### config.mk
export PLATFORM = sky130hd
export DESIGN_NAME = phys_reg_free_list
export DESIGN_NICKNAME = d
export VERILOG_FILES = /design/src/rtl/phys_reg_free_list.sv
export SDC_FILE = /design/constraint.sdc
export NUM_CORES = 1
export LEC_CHECK = 0
export CORE_AREA = 3 3 161 163
export DETAILED_ROUTE_END_ITERATION = 8
export DIE_AREA = 0 0 164 166
export MAX_ROUTING_LAYER = met4
export SETUP_SLACK_MARGIN = 0.3
export SYNTH_ARGS = -nofsm -noshare
export SYNTH_HDL_FRONTEND = slang
export SYNTH_SLANG_ARGS = --single-unit
### constraint.sdc
create_clock -name clk -period 6.2 [get_ports clk]
set_clock_uncertainty 0.15 [all_clocks]
set_input_delay 0.62 -clock clk [delete_from_list [all_inputs] [get_ports clk]]
set_output_delay 0.62 -clock clk [all_outputs]
set_load 0.05 [all_outputs]
### src/rtl/phys_reg_free_list.sv
// phys_reg_free_list
// Circular free list of physical-register tags feeding rename. Commit returns
// tags at the tail and rename takes them from the head. One head-pointer
// checkpoint allows single-cycle branch-mispredict recovery.
// Optional feature macro: FREE_LIST_BYPASS_EN. When defined, a tag released
// into an empty list is presented on alloc_tag in the same cycle. If an alloc
// takes it, the tag is never written into storage.
// Reset port rst_n is asynchronous and active-high.
module phys_reg_free_list #(
   parameter int PHYS_REGS = 64,
   parameter int ARCH_REGS = 32,
   localparam int DEPTH    = PHYS_REGS - ARCH_REGS,
   localparam int TAG_W    = $clog2(PHYS_REGS),
   localparam int CNT_W    = $clog2(DEPTH + 1)
) (
   input  logic             clk,
   input  logic             rst_n,
   input  logic             alloc_req,
   output logic             alloc_valid,
   output logic [TAG_W-1:0] alloc_tag,
   input  logic             release_valid,
   input  logic [TAG_W-1:0] release_tag,
   input  logic             checkpoint_req,
   input  logic             recover,
   output logic [CNT_W-1:0] free_count,
   output logic             overflow_err
);

   localparam int IDX_W = $clog2(DEPTH);
   localparam int PTR_W = IDX_W + 1;

   logic [TAG_W-1:0] mem_r [DEPTH];
   logic [PTR_W-1:0] head_r;
   logic [PTR_W-1:0] tail_r;
   logic [PTR_W-1:0] ckpt_r;
   logic             overflow_r;

   logic [PTR_W-1:0] count_s;
   logic [PTR_W-1:0] head_nxt_s;
   logic [PTR_W-1:0] tail_nxt_s;
   logic             empty_s;
   logic             full_s;
   logic             alloc_fire_s;
   logic             bypass_fire_s;
   logic             rel_accept_s;
   logic             rel_drop_s;
   logic             head_inc_s;
   logic             tail_inc_s;

   // Occupancy flags; the wrap bit disambiguates full from empty.
   always_comb begin
      count_s = tail_r - head_r;
      empty_s = (count_s == {PTR_W{1'b0}});
      full_s  = (count_s == PTR_W'(DEPTH));
   end

   // Show-ahead head tag, optionally bypassing a release into an empty list.
   always_comb begin
      alloc_valid = ~empty_s;
      alloc_tag   = mem_r[head_r[IDX_W-1:0]];
`ifdef FREE_LIST_BYPASS_EN
      if (empty_s && release_valid) begin
         alloc_valid = 1'b1;
         alloc_tag   = release_tag;
      end else begin
         alloc_valid = ~empty_s;
         alloc_tag   = mem_r[head_r[IDX_W-1:0]];
      end
`endif
   end

   // Alloc/release decisions; recover blocks the alloc but not the release.
   always_comb begin
      alloc_fire_s = alloc_req && alloc_valid && !recover;
`ifdef FREE_LIST_BYPASS_EN
      bypass_fire_s = empty_s && release_valid && alloc_fire_s;
`else
      bypass_fire_s = 1'b0;
`endif
      rel_accept_s = release_valid && (!full_s || alloc_fire_s);
      rel_drop_s   = release_valid && full_s && !alloc_fire_s;
      head_inc_s   = alloc_fire_s && !bypass_fire_s;
      tail_inc_s   = rel_accept_s && !bypass_fire_s;
   end

   // Next head (recover wins over alloc) and next tail.
   always_comb begin
      if (recover) begin
         head_nxt_s = ckpt_r;
      end else if (head_inc_s) begin
         head_nxt_s = head_r + {{(PTR_W-1){1'b0}}, 1'b1};
      end else begin
         head_nxt_s = head_r;
      end
      if (tail_inc_s) begin
         tail_nxt_s = tail_r + {{(PTR_W-1){1'b0}}, 1'b1};
      end else begin
         tail_nxt_s = tail_r;
      end
   end

   // Pointer, checkpoint and sticky overflow state.
   always_ff @(posedge clk or posedge rst_n) begin
      if (rst_n) begin
         head_r     <= {PTR_W{1'b0}};
         tail_r     <= PTR_W'(DEPTH);
         ckpt_r     <= {PTR_W{1'b0}};
         overflow_r <= 1'b0;
      end else begin
         head_r <= head_nxt_s;
         tail_r <= tail_nxt_s;
         if (checkpoint_req && !recover) begin
            ckpt_r <= head_nxt_s;
         end
         if (rel_drop_s) begin
            overflow_r <= 1'b1;
         end
      end
   end

   // Tag storage; reset preloads the unmapped tags ARCH_REGS..PHYS_REGS-1.
   always_ff @(posedge clk or posedge rst_n) begin
      if (rst_n) begin
         for (int i = 0; i < DEPTH; i++) begin
            mem_r[i] <= TAG_W'(ARCH_REGS + i);
         end
      end else begin
         if (tail_inc_s) begin
            mem_r[tail_r[IDX_W-1:0]] <= release_tag;
         end
      end
   end

   assign free_count   = CNT_W'(count_s);
   assign overflow_err = overflow_r;

endmodule

==> summary.txt <==
Die
  • Die X-Extent: 164 um
  • Die Area: 27200 sq um
  • Core Region: 24500 sq um
  • Die height: 166 um
  • # rows: 57
  • Initial Util: 45.1%
  • Top Ports: 26

Drt
  • Via count: 5743
  • Top routing layer used: met4
  • Final WL: 24500 um
  • Routed wire per std cell: 24.0 um
  • Number of routed nets with antenna violations: 0
  • WL met2: 11300 um
  • M1 WL: 11600 um
  • Initial drt markers: 446
  • TritonRoute pass-1 iters: 4
  • DR vias/cell: 5.64
  • Met3 routed WL: 1120 um
  • Drt drc: 0

GRT
  • Initial antenna violation count: 1
  • Vias in the first global route: 6129
  • Global-route wire length before repair: 38700 um
  • Pin count of the biggest net entering global routing: 155
  • Grt ovf: 0
  • Total track usage: 19.0%

Run
  • Number of max-cap violations: 0

Critical path
  • Crit Reg-Reg Endpoint: mem_r[159]
  • Startpoint types: flop
  • Worst reg2reg path startpoint: head_r[2]
  • Critical-path maximum fanout: 29
  • WP data required: 5430 ps
  • Arrival time worst endpoint: 3930 ps
  • Worst reg2reg path depth: 11
  • Crit path from: head_r[0]
  • CP Capture Type: primary output
  • Crit Path Class: flop to primary output
  • Crit path capture: alloc_tag[0]
  • Reg2reg setup slack: 1870 ps

Place
  • PortBufs: 25
  • Post-DP HPWL: 15800 um
  • RePlAce Congestion: 0.793
  • Dpl cell area: 11600 sq um

Synthesis
  • Ys async rst share: 100%
  • Synthesized flop and latch total: 211
  • Synth top area share: 26.9%
  • Register area share after synthesis: 49.2%
  • Synth Instances: 659
  • YS warnings: 0
  • Yosys top cell by area: dfstp_2
  • Synth Net Count: 682
  • Synth area leaders: dfstp_2 (27%), dfrtp_1 (22%), mux2_4 (20%)
  • Post-synth EDFFs: 0
  • Synth unique cells: 43
  • Top FF cell, synth: dfstp_2
  • Syn Std Cell Area: 11000 sq um
  • Syn Area/Cell: 16.7 sq um

Power and ir drop
  • Int Power: 4690 uW
  • Maximum VDD drop: 0.572 mV
  • Combinational power share: 44.0%
  • P_sw: 2630 uW
  • Clk pwr share: 19.1%
  • Pwr Density: 593 nW/um^2
  • Switching Fraction: 35.9%
  • LEAKAGE: 0.00543 uW
  • Flop pwr share: 36.9%

Clock tree
  • Clock transition at path regs: 60 ps
  • # Post-CTS Setup Buffers: 0
  • TritonCTS Buffers: 24
  • Clk_lat worst skew: 510 ps
  • H-tree depth: 1
  • Clock Path Buffers: 3
  • TritonCTS clock tree: built
  • Clk root buf: clkbuf_16
  • Hold buffers post-CTS: 0
  • Clock sink total: 211
  • Post-cts resize count: 0

Finish
  • Layout area overhead: 12.0%
  • Final nets: 698
  • Multi-input gate area: 5320 sq um
  • Non-Filler Cell Area, Final: 12300 sq um
  • Share of cells above drive strength 1: 65.9%
  • Layout fillers: 2001
  • Sequential cell area: 5430 sq um

Timing
  • Least-Margin Pin Slew: 1040 ps
  • Slew HR: 30.6%
  • RSZ-0062 raised after global routing: false
  • Crit share post-route: 75.8%
  • Final Hold Fails: 0
  • F_max: 213 MHz
  • Final Max Tran Viols: 0
  • Period minus WS final: 4700 ps
  • Final TNS setup: 0 ps
  • Final setup viols: 0

Worst hold path
  • Hold path cells: 1
  • Worst Hold Class: flop to flop

Status
  • Run status: completed
synthesized netlist by cell type (8+ instances only):
library cell	n
buf_2	8
clkbuf_1	33
dfrtp_1	98
dfstp_2	113
ha_1	10
inv_1	10
mux2_2	57
mux2_4	144
mux4_2	60
nand2_1	26
nand3_4	24
nand4_1	11
xnor2_1	9
power by group through the flow:
stage | logic, uW | registers, uW | clock network (uW)
6_report | 3220 | 2700 | 1400
5_1_grt | 3420 | 2770 | 1490
4_1_cts | 3240 | 2700 | 1430
3_5_place_dp | 3240 | 2700 | 0
3_3_place_gp | 3180 | 2690 | 0
2_1_floorplan | 2690 | 2410 | 0
cell families after synthesis:
logic type / share of synthesized area, %
flops: 49.2
simple gates: 6.76
mux: 38.1
fa+ha+maj: 1.32
xor+xnor: 1.11
compound gates: 0.965
buf+inv: 2.59
routing by layer:
layer	vias to the layer above	track usage, %
met5	-	-
met3	32	3.24
met4	0	3.79
li1	2490	-
met2	125	28.1
met1	3096	27.8
placed cells by master (no fill, tap or decap), drive strengths merged, types with 3 or more instances in the layout:
| master | synthesis | routed |
|---|---|---|
| mux2 | 202 | 202 |
| dfstp | 113 | 113 |
| dfrtp | 98 | 98 |
| mux4 | 60 | 60 |
| clkbuf | 33 | 36 |
| nand2 | 26 | 26 |
| nand3 | 26 | 26 |
| clkdlybuf4s50 | 0 | 25 |
| buf | 14 | 12 |
| nand4 | 11 | 11 |
| inv | 12 | 11 |
| ha | 10 | 10 |
| xnor2 | 9 | 9 |
| clkinv | 1 | 8 |
| nor2 | 5 | 5 |
| xor2 | 5 | 5 |
| a21oi | 5 | 5 |
| nor3 | 3 | 3 |
| mux2i | 3 | 3 |
| and3 | 3 | 3 |
| nor3b | 3 | 3 |
state kept, by name, summed over array words and instances (netlist names):
register	cells
ckpt_r	6
head_r	6
mem_r	192
overflow_err	1
tail_r	6
layout make-up:
type	instances	area share, %
Sequential cell	211	44.0
Multi-Input combinational cell	388	43.1
Clock buffer	36	5.81
Tap cell	324	3.29
Timing Repair Buffer	37	2.86
Clock inverter	8	0.527
Inverter	13	0.446
Antenna cell	1	0.0203
worst max-delay path: stages, from the launching register on:
cell and delay [ps]:
dfrtp_4 810, buf_4 530, mux4_2 560, mux4_2 530, nand2_1 130, nand2_1 100, clkdlybuf4s50_1 720
worst min path at each step:
stage / from / to
final: overflow_err / overflow_err
after global routing: overflow_err / overflow_err
after CTS: overflow_err / overflow_err
after detailed placement: overflow_err / overflow_err
after global placement: overflow_err / overflow_err
after floorplan: ckpt_r[5] / head_r[5]
through the flow:
stage | hold WS, ps | cells | power [uW] | utilization [%] | setup slack, ps
after detailed placement | 314 | 973 | 5940 | 47.2 | 1950
after global placement | 311 | 973 | 5870 | 47.2 | 1920
after floorplan | 310 | 659 | 5090 | - | 2500
after global routing | 335 | 1018 | 7690 | 50.4 | 1310
final | 323 | 1018 | 7320 | 50.4 | 1500
after CTS | 331 | 1017 | 7370 | 50.4 | 1430
Power figures use the tool's default switching activity.
